[src/rtl/inst_stream_loader.sv]
// Framed program loader: word-count header, big-endian payload words
// written to instruction BRAM port A, then a payload checksum byte.
//
// Ports:
//   clk, rstn   clock, synchronous active-low reset
//   en, data    received byte strobe and byte
//   clear       synchronous restart to header parsing (BRAM untouched)
//   inst_addra  BRAM byte address of the current write
//   inst_dina   assembled big-endian word
//   inst_wea    4'b1111 for one cycle per written word
//   word_count  words written so far in this frame
//   done        frame loaded and checksum matched (sticky)
//   error       bad checksum or oversize count (sticky)
module inst_stream_loader #(
   parameter int MAX_WORDS = 16384,
   parameter int CNT_W     = 32
) (
   input  logic             clk,
   input  logic             rstn,
   input  logic             en,
   input  logic [7:0]       data,
   input  logic             clear,
   output logic [31:0]      inst_addra,
   output logic [31:0]      inst_dina,
   output logic [3:0]       inst_wea,
   output logic [CNT_W-1:0] word_count,
   output logic             done,
   output logic             error
);

   typedef enum logic [2:0] {
      HDR,
      PAY,
      CHK,
      DONE,
      ERR
   } state_t;

   state_t      state;
   state_t      state_nxt;
   logic [1:0]  byte_idx;
   logic [31:0] hdr;
   logic [23:0] word_sh;
   logic [7:0]  sum;

   logic [31:0] hdr_nxt;
   logic [31:0] word_nxt;
   logic [31:0] wc32;
   logic        last_word;

   assign hdr_nxt   = {hdr[23:0], data};
   assign word_nxt  = {word_sh, data};
   assign wc32      = 32'(word_count);
   // the word being completed is the final one of the frame
   assign last_word = (wc32 + 32'd1 == hdr);

   // state register
   always_ff @(posedge clk) begin
      if (!rstn) state <= HDR;
      else       state <= state_nxt;
   end

   // next-state logic; clear wins over a same-cycle byte
   always_comb begin
      state_nxt = state;
      if (clear) begin
         state_nxt = HDR;
      end else if (en) begin
         unique case (state)
            HDR: begin
               if (byte_idx == 2'd3) begin
                  if (hdr_nxt == 32'd0)
                     state_nxt = CHK;
                  else if (hdr_nxt > 32'(MAX_WORDS))
                     state_nxt = ERR;
                  else
                     state_nxt = PAY;
               end
            end
            PAY: begin
               if (byte_idx == 2'd3 && last_word)
                  state_nxt = CHK;
            end
            CHK: state_nxt = (data == sum) ? DONE : ERR;
            default: state_nxt = state;
         endcase
      end
   end

   // status outputs follow the terminal states, so they are exclusive
   always_comb begin
      done  = (state == DONE);
      error = (state == ERR);
   end

   // datapath: byte assembly, checksum and registered write port
   always_ff @(posedge clk) begin
      if (!rstn || clear) begin
         byte_idx   <= 2'd0;
         hdr        <= 32'd0;
         word_sh    <= 24'd0;
         sum        <= 8'd0;
         word_count <= '0;
         inst_addra <= 32'd0;
         inst_dina  <= 32'd0;
         inst_wea   <= 4'b0000;
      end else begin
         inst_wea <= 4'b0000;
         if (en) begin
            unique case (state)
               HDR: begin
                  hdr      <= hdr_nxt;
                  byte_idx <= byte_idx + 2'd1;
               end
               PAY: begin
                  word_sh  <= word_nxt[23:0];
                  sum      <= sum + data;
                  byte_idx <= byte_idx + 2'd1;
                  if (byte_idx == 2'd3) begin
                     inst_dina  <= word_nxt;
                     inst_addra <= {wc32[29:0], 2'b00};
                     inst_wea   <= 4'b1111;
                     word_count <= word_count + CNT_W'(1);
                  end
               end
               default: ;
            endcase
         end
      end
   end

endmodule

[config.mk]
export PLATFORM = sky130hd
export DESIGN_NAME = inst_stream_loader
export DESIGN_NICKNAME = d
export VERILOG_FILES = /design/src/rtl/inst_stream_loader.sv
export SDC_FILE = /design/constraint.sdc
export NUM_CORES = 1
export LEC_CHECK = 0
export ABC_AREA = 1
export CORE_UTILIZATION = 30
export DETAILED_ROUTE_END_ITERATION = 12
export PLACE_DENSITY = 0.59
export SLEW_MARGIN = 15
export SYNTH_ARGS = -nofsm -noshare
export SYNTH_HDL_FRONTEND = slang
export SYNTH_SLANG_ARGS = --single-unit
[constraint.sdc]
create_clock -name clk -period 2.1 [get_ports clk]
set_clock_uncertainty 0.15 [all_clocks]
set_input_delay 0.63 -clock clk [delete_from_list [all_inputs] [get_ports clk]]
set_output_delay 0.63 -clock clk [all_outputs]
set_load 0.02 [all_outputs]
# Word level (Yosys, flattened, before mapping)
# Index checks and enable logic that the tools add are counted.
# totals
reg_bits	167
inputBits	12
out_inout_bits	102
elab_cells	46
# classes
add_sub_neg	3
order_cmp	1
eq_ne	9
n_mux	7
bitwise	3
n_reduce_logical	14
# op_table
cell	n
adder 32 x 1 -> 32 bit (second input constant)	1
== test 32 bit	1
> comparator 32 x 15 -> 1 bit (second input constant)	1
logical NOT 32 bit	1
2-to-1 mux 3 bit	5
case mux 3 bit (3 select lines)	1
adder 8 bit	1
== test 8 bit	1
== test 3 x 2 -> 1 bit (second input constant)	2
AND reduction 2 bit	3
2-to-1 mux 4 bit	1
inequality test 2 bit (second input constant)	2
AND reduction 4 bit	1
OR reduction 2 bit	2
== test 3 x 1 -> 1 bit (second input constant)	1
== test 3 bit (second input constant)	1
logical NOT 3 bit	1
NOT 1 bit	3
AND reduction 3 bit	1
nonzero test 3 bit	1
OR reduction 3 bit	1
adder 2 x 1 -> 2 bit (second input constant)	1
== test 2 bit (second input constant)	1
logical AND 1 bit	1
other kinds (2)	2

# Logic depth before layout (Yosys ltp)
# Gate-level depths: netlist (run 1).
# depth
ltp_word	5
mapped_depth	18
depth_no_buf	18

# Worst setup path after synthesis (run 1)
# OpenSTA, ideal clock, no wires.
# synth_timing
kind	register to register
from	register word_count[0]
to	register state[0]
setup_time_ns	0.115
t_arrival_ns	2.049
t_required_ns	1.835
path_slack_ns	-0.214
stages_incl_launch_ff	19
n_path_buf	0
synth_period_minus_slack_ns	2.314
path_cell_list	dfxtp_1 > ha_1 > nand2_2 > nor2_4 > nand2_2 > nor2_4 > nand2_1 > nand2_1 > nand2_1 > nand2_1 > nand2_1 > nor2_1 > nand2_1 > nor2_1 > nand3_1 > nand2_2 > nand3_1 > nand2_1 > nor2_1
# synth_between
elab_chain_cells	5
# synth_rtl
element	line	source
start, declared	26	output logic [CNT_W-1:0] word_count,
start signal, assigned	123	word_count <= word_count + CNT_W'(1);
adder 32 x 1 -> 32 bit	55	assign last_word = (wc32 + 32'd1 == hdr);
== test 32 bit	55	
logical AND 1 bit	81	if (byte_idx == 2'd3 && last_word)
inequality test 2 bit (no line)	-	
AND reduction 4 bit (no line)	-	
end signal, assigned	60	else state <= state_nxt;
end, declared	39	state_t state;
# Every way passes these cells.
# A chain may end at the register's enable or synchronous reset.

# Worst setup path after layout (run 1)
# Same ends and word-level chain as after synthesis.

==> results list, run 1 <==
- Unrepaired setup endpoints after global routing: true
* Setup violations, final: 4
- Clock latency at the later pin of the worst-skew pair: 0.44 ns
- In this run the standard cell core region covers 0.02525 mm2.
- Across all setup checks in the final design, the least slack found is -0.3853 ns.
- After clock tree synthesis, the clock-pin slew on the worst setup and hold paths is 0.07 ns.
- The number of antenna violations at the first check in global routing is 0.
* Hold crit path type: reg -> reg
- Across all layers, the routed design uses 8176 vias.
* Startpoint types: register
* Detailed-route vias per instance: 4.787
- The first global-routing pass estimated 39.96 mm of wire.
- Number of buffers added on ports: 111
* Max-cap check violation count: 0
* Residual DRC: 0
* Total count of hold-check failures in the final report: 0
* Routability Congestion: 0.8974
* Largest cells by area after synthesis: dfxtp_1 42%, nand2_1 11%, o21ai_0 9.4%
- Path type of the worst setup path: reg -> reg
* Register share of total power: 0.469
- Std-Cell Rows: 58
- Layout cells sized above 1: 0.2054
- The repair_antennas step left the layout with diodes totalling 0.
* Internal power summed over all cells: 4.897 mW
- No sink is reached through more buffers than the 2 on the longest clock path.
- IR analysis of the VDD net gives a maximum drop of 0.0005378 V.
* Combinational Power Share: 0.051
* Mean Syn Cell Area: 6.876 um2
* Seq cells post-synth: 164
* Required time worst endpoint: 2.28 ns
- Power spread over the standard cell area amounts to 607.2 mW/mm2.
* Standard cell with the maximum stage delay on the critical path: dfxtp_4
- # IOs: 114
- Of all nets on the critical path, the largest fanout is 4.
* TritonCTS Buffers: 17
- Traced cell by cell, the critical path runs through ha_4 > nand2_4 > nor2_4 > nand2_2 > nor2_4 > buf_4 > nand3_1 > nand3_2 > nand2_1 > inv_1 > nand3_1 > nor2_1 > nand3_2 > nand2_4 > nand3_2 > nand2_1 > nor2_1.
* Pin count of the biggest net entering global routing: 57
* Final critical path time including I/O delays and setup: 2.485 ns
- Of the synthesized area, sequential elements account for 0.4240.
- Reported leakage power: 5.154 nW
- Total length of routed wires: 24.83 mm
- Commonest non-fill, non-tap cells in the layout: 215 x nand2_1, 155 x dfxtp_1, 146 x buf_4
- Count of placed standard cells in the final layout, fillers left out: 1708
- Floorplan die width: 162.7 um
- The area growth from synthesis to layout is 43.28%.
- Total GRT Usage: 0.1930
- Initial core utilization: 0.3066
- After the first detailed-routing iteration, the DRC count stood at 504.
- Detailed placement ended at an HPWL of 18.38 mm.
- For this run, the slowest stage of the critical path takes 0.37 ns.
- Final antenna-violating net count: 0
* Die Area: 0.02646 mm2
- Sw Ratio: 0.2729
* Data arrival time at the worst-slack endpoint: 2.66 ns
- Of the available clock period, the critical path in the final layout requires 1.183.
- Clock tree from TritonCTS: built
- Once placement completed, the tool counted placed cells totaling 1663.
- The checks that failed: negative setup slack.
* Slew Limit Fails: 0
- Derived from the worst setup path, the maximum achievable clock frequency is 402.4 MHz.
- Counting stages on the worst path, the most repeated cell is nand3_2.
- Commonest non-fill, non-tap cell in the layout: nand2_1
- Net count, final: 1387
- Of the total power, the clock network draws 0.480.
- Die span in y: 162.7 um
- The first detailed-routing pass took 4 iterations.
* Ys Warns: 0
- The analysis attributes to net switching a power of 1.838 mW.
- CTS placed an instance of clkbuf_16 at the clock tree root.
- Avg WL per Cell: 14.54 um
- The run finished, with violations left.
* Distinct cell type count after synthesis: 37
* Post-Route Utilization: 0.4393
- Grt ovf: 0
- The via count of the first global-routing pass came to 7660.
- Area leader, netlist: dfxtp_1
- Summing every instance area after synthesis gives 0.007742 mm2.
* Area fraction of the dominant cell type after synthesis: 0.4240
- H-tree levels: 4
* Clock sink count: 164
- Synthesized netlist cell count: 1126
- STA classifies the critical path endpoint as a register.
==> final timing paths <==
path	from	endpoint	slack, ns	cells past startpoint
hold / removal	byte_idx[0]	byte_idx[0]	0.31	1
setup reg to reg	word_count[0]	state[0]	-0.39	17
hold reg to reg	byte_idx[0]	byte_idx[0]	0.31	1
setup / recovery	word_count[0]	state[0]	-0.39	17
==> cells by family (layout without fill, tap and decap cells) <==
| family | Yosys count | after routing | synth area share |
|---|---|---|---|
| AO/OA/AOI/OAI | 274 | 274 | 0.1818 |
| XOR/XNOR | 10 | 10 | 0.01309 |
| adder cells (fa/ha/maj) | 10 | 10 | 0.01713 |
| buffers and inverters | 191 | 442 | 0.09567 |
| flip-flops | 164 | 164 | 0.4240 |
| other | 1 | 2 | 0.0004843 |
| AND/OR/NAND/NOR | 476 | 476 | 0.2678 |
==> repair_timing <==
action	CTS	global route
buffers inserted	10	3
gates resized for setup	143	56
endpoints found under the setup margin	106	35
pin swaps	7	15
hold buffers	0	0
==> sequential cells by signal, summed over array words and instances, names as in the netlist <==
register	cells
hdr	32
sum	8
inst_dina	32
byte_idx	2
word_count	32
inst_addra	30
inst_wea	1
word_sh	24
state	3
==> power groups by stage <==
| stage | Combinational, mW | Sequential [mW] | Clock (mW) |
|---|---|---|---|
| 2_1_floorplan | 0.177 | 3.22 | 0 |
| 5_1_grt | 0.382 | 3.16 | 3.41 |
| 3_3_place_gp | 0.331 | 3.23 | 0 |
| 3_5_place_dp | 0.333 | 3.23 | 0 |
| 6_report | 0.346 | 3.16 | 3.23 |
| 4_1_cts | 0.336 | 3.16 | 3.28 |
==> per-layer routing <==
layer / track usage / vias up / routed length [um]
li1: - / 4163 / -
met1: 0.2553 / 3746 / 11630
met2: 0.3178 / 223 / 11510
met3: 0.02725 / 44 / 1121
met4: 0.07179 / 0 / 568
met5: 0 / - / 0
==> worst max-delay path: cells and delay by family, from the launching register on <==
| kind | cells | cell delay, ns |
|---|---|---|
| buf+inv | 2 | 0.22 |
| simple gates | 14 | 1.49 |
| fa+ha+maj | 1 | 0.15 |
| flops | 1 | 0.37 |
==> Yosys cell counts, drive strengths merged <==
cell    count
o22ai       1
dfxtp     164
nor3        9
nor4        8
o221ai      2
o21bai      1
fa          1
nor2      124
and3        1
nand3b      1
nand4       4
ha          9
inv       137
xnor2       2
o211ai      9
clkbuf     41
and2        1
nand3      95
nand2     233
a21oi     113
xor2        7
xnor3       1
conb        1
buf        12
clkinv      1
o21a        1
o21ai     147
==> area by class of cell <==
type	count	area (um2)
sequential	164	3299
clock buffer	17	425.4
inverter	138	523.0
tap	330	412.9
timing repair buffer	272	2290
clock inverter	15	201.4
fill	2578	14160
multi-input combinational	772	3941
==> stage by stage <==
stage / setup TNS [ns] / hold slack, ns / power, mW / cell area (um2) / setup slack [ns]
after global routing: -1.834 / 0.3263 / 6.959 / 11090 / -0.5391
after detailed placement: -29.76 / 0.2985 / 3.565 / 10330 / -0.5685
final: -1.260 / 0.3089 / 6.735 / 11090 / -0.3853
after floorplan: -0.02629 / 0.2789 / 3.396 / 7789 / -0.02629
after global placement: -25.96 / 0.2952 / 3.563 / 10330 / -0.5574
after CTS: -0.9715 / 0.3075 / 6.773 / 10980 / -0.3169
Note: power is estimated with default switching activity, not from simulation.
==> run 2: changes to the inputs <==
DONT_BUFFER_PORTS = 1   (was default)
PLACE_DENSITY = 0.53   (was 0.59)
==> run 2 against run 1 <==
  * The run still ends with negative setup slack left
  * Clock power about the same
  * Largest power group unchanged
  * Maximum frequency increased by 4.1%
  * First-iteration DRC count decreased by 9.3%
  * Non-clock buffer count decreased by 122
  * Total power decreased by 1.4%
  * Worst hold slack got worse by 0.17 ns
==> results list, run 2 (same netlist as run 1, synthesis figures left out) <==
- Run status: finished, violations left (unchanged).
- Violations in the final reports: negative setup slack (unchanged).
- Combinational Power Share: 0.039 (was 0.051)
- The root buffer cell was clkbuf_16 (unchanged).
- The arrival time reported for the critical path endpoint is 2.57 ns (was 2.66 ns).
* H-tree levels: 4 (unchanged)
* Share of the clock period used by the worst path after layout: 1.137 (was 1.183)
* Biggest regs: hdr: 32 flops, inst_dina: 32 flops, word_count: 32 flops (unchanged)
- CTS max path bufs: 2 (unchanged)
* Post-CTS clock slew at the launch and capture registers of the worst setup and hold paths: 0.08 ns (was 0.07 ns)
* Post-detailed-placement half-perimeter wirelength: 18.68 mm (was 18.38 mm)
* Post-cts hold buffer count: 0 (unchanged)
- The net switching component of the power is 1.793 mW (was 1.838 mW).
* Total Power: 6.643 mW (was 6.735 mW)
- The initial core utilization is 0.3066 (unchanged).
- The detailed-route DRC error count was 0 (unchanged).
- The number of pins exceeding their max-slew limit in the final report was 0 (unchanged).
- Reg-to-reg critical path startpoint: word_count[1] (was word_count[0])
* Setup slack on the worst flop-to-flop path: -0.29 ns (was -0.39 ns)
- Clock latency at the later pin of the worst-skew pair: 0.44 ns (about the same)
* Hold crit path type: in -> reg (was reg -> reg)
* Avg WL per Cell: 15.89 um (was 14.54 um)
- F_max: 418.7 MHz (was 402.4 MHz)
- The post-detailed-routing wire length is 25.20 mm (was 24.83 mm).
- The number of max-capacitance violations reported came to 0 (unchanged).
- TritonCTS Buffers: 17 (unchanged)
- Path type of the worst setup path: reg -> reg (unchanged)
- The hold path endpoint was inst_dina[5] (was byte_idx[0]).
- The via count is 7667 (was 8176).
- Clock tree from TritonCTS: built (unchanged)
- The first-pass iteration count of the detailed router came to 5 (was 4).
- The worst reg2reg path endpoint was state[0] (unchanged).
- Floorplan die width: 162.7 um (unchanged)
- Grt ovf: 0 (unchanged)
- The most common cell after layout, fill and taps aside is nand2_1 (unchanged).
* Internal power summed over all cells: 4.850 mW (was 4.897 mW)
* Routability Congestion: 0.8937 (was 0.8974)
- # IOs: 114 (unchanged)
- Global-route wire length before repair: 39.34 mm (was 39.96 mm)
- Peak ir drop on the vdd network: 0.0004111 V (was 0.0005378 V)
- The number of hold-slack violations in the final timing report came to 0 (unchanged).
* Required time worst endpoint: 2.29 ns (was 2.28 ns)
* Die Area: 0.02646 mm2 (unchanged)
* Layout cells sized above 1: 0.1879 (was 0.2054)
- Clock group share of total power: 0.485 (was 0.480)
- Commonest non-fill, non-tap cells in the layout: 221 x nand2_1, 154 x dfxtp_1, 143 x o21ai_0 (was 215 x nand2_1, 155 x dfxtp_1, 146 x buf_4)
- The number of diodes was 0 (unchanged).
- Worst hold path stage count: 2 (was 1)
* Syn-to-layout area delta: 27.83% (was 43.28%)
* Initial drt markers: 457 (was 504)
- Detailed-route vias per instance: 4.834 (was 4.787)
- Antenna violations before repair: 0 (unchanged)
- Critical path capture point type: register (unchanged)
- The power share of the sequential group is 0.475 (was 0.469).
* Final worst slack: -0.2881 ns (was -0.3853 ns)
- Net count, final: 1265 (was 1387)
- The count of clock tree sinks is 164 (unchanged).
- Final antenna-violating net count: 0 (unchanged)
- The standard-cell row count is 58 (unchanged).
- Pin count of the biggest net entering global routing: 44 (was 57)
* Unrepaired setup endpoints after global routing: true (unchanged)
- The switching share of total power was 0.2699 (was 0.2729).
- Final critical path time including I/O delays and setup: 2.388 ns (was 2.485 ns)
- The element type at the critical path start is a register (unchanged).
- The static leakage came to 4.286 nW (was 5.154 nW).
* Beginning of the worst hold path: data[5] (was byte_idx[0])
- The die height is 162.7 um (unchanged).
* Depth of the worst register-to-register path: 17 (unchanged)
- Via count of the first global-routing pass: 7182 (was 7660)
- The core area was 0.02525 mm2 (unchanged).
- The largest fanout on the critical path is 6 (was 4).
* Setup violations, final: 3 (was 4)
- Power per unit of standard cell area: 671.3 mW/mm2 (was 607.2 mW/mm2)
* Total GRT Usage: 0.1943 (was 0.1930)
- The pre-CTS setup slack came to -0.2962 ns (was -0.5685 ns).
* Post-Route Utilization: 0.3919 (was 0.4393)
- The number of buffers inserted by port buffering was 0 (was 111).
-- run 2: timing repair --
action | in CTS | in global routing
endpoints found under the setup margin | 3 | 7
buffers inserted | 3 | 2
gates resized for setup | 6 | 13
pin swaps | 10 | 6
-- run 2: worst max-delay path by stage --
| stage | endpoint | from |
|---|---|---|
| 4_1_cts | state[0] | word_count[0] |
| 3_5_place_dp | state[0] | word_count[13] |
| 6_report | state[0] | word_count[1] |
| 5_1_grt | state[2] | word_count[0] |
| 3_3_place_gp | state[0] | word_count[14] |
| 2_1_floorplan | state[0] | word_count[6] |
-- run 2: metrics by stage --
step	hold slack (ns)	std cells	TNS (ns)	cell area, um2
2_1_floorplan	0.2789	1127	-0.02629	7789
3_3_place_gp	0.2977	1549	-1.042	9193
4_1_cts	0.1199	1584	-0.7150	9854
3_5_place_dp	0.3060	1549	-0.9887	9193
6_report	0.1381	1586	-0.8509	9897
5_1_grt	0.1401	1586	-1.538	9897
-- run 2: area by class of cell --
| class | instances | area [um2] |
|---|---|---|
| Sequential cell | 164 | 3301 |
| Timing Repair Buffer | 150 | 1242 |
| Clock buffer | 17 | 425.4 |
| Inverter | 138 | 518.0 |
| Tap cell | 330 | 412.9 |
| Multi-Input combinational cell | 772 | 3809 |
| Clock inverter | 15 | 188.9 |
| Fill cell | 2679 | 15360 |
-- run 2: worst max-delay path: stages (launching register included) --
cell and delay [ns]:
dfxtp_4 0.38, ha_4 0.15, nand2_4 0.06, nor2_4 0.19
nand2_4 0.13, nor2_4 0.17, buf_4 0.12, nand3_1 0.10
nand3_1 0.11, nand2_1 0.05, nor2_1 0.10, nand2_1 0.07
nor2_1 0.13, nand3_2 0.10, nand2_2 0.10, nand3_1 0.07
nand2_1 0.07, nor2_1 0.03
-- run 2: power groups by stage --
stage | sequential (mW) | combinational (mW) | clock, mW
after detailed placement | 3.23 | 0.256 | 0
after CTS | 3.16 | 0.257 | 3.30
after floorplan | 3.22 | 0.177 | 0
after global routing | 3.16 | 0.296 | 3.42
after global placement | 3.23 | 0.254 | 0
final | 3.16 | 0.260 | 3.22
-- run 2: routing by layer --
layer	vias to the layer above	wire length [um]	track usage
met2	197	11620	0.3256
met5	-	0	0
met3	32	1559	0.04304
met1	3525	11550	0.2446
li1	3913	-	-
met4	0	473	0.06712
==> run 3: changes to the inputs <==
CTS_CLUSTER_SIZE = 30   (was default)
==> results of run 3 <==
No change in the layout: final DEF, timing and power equal those of run 2.
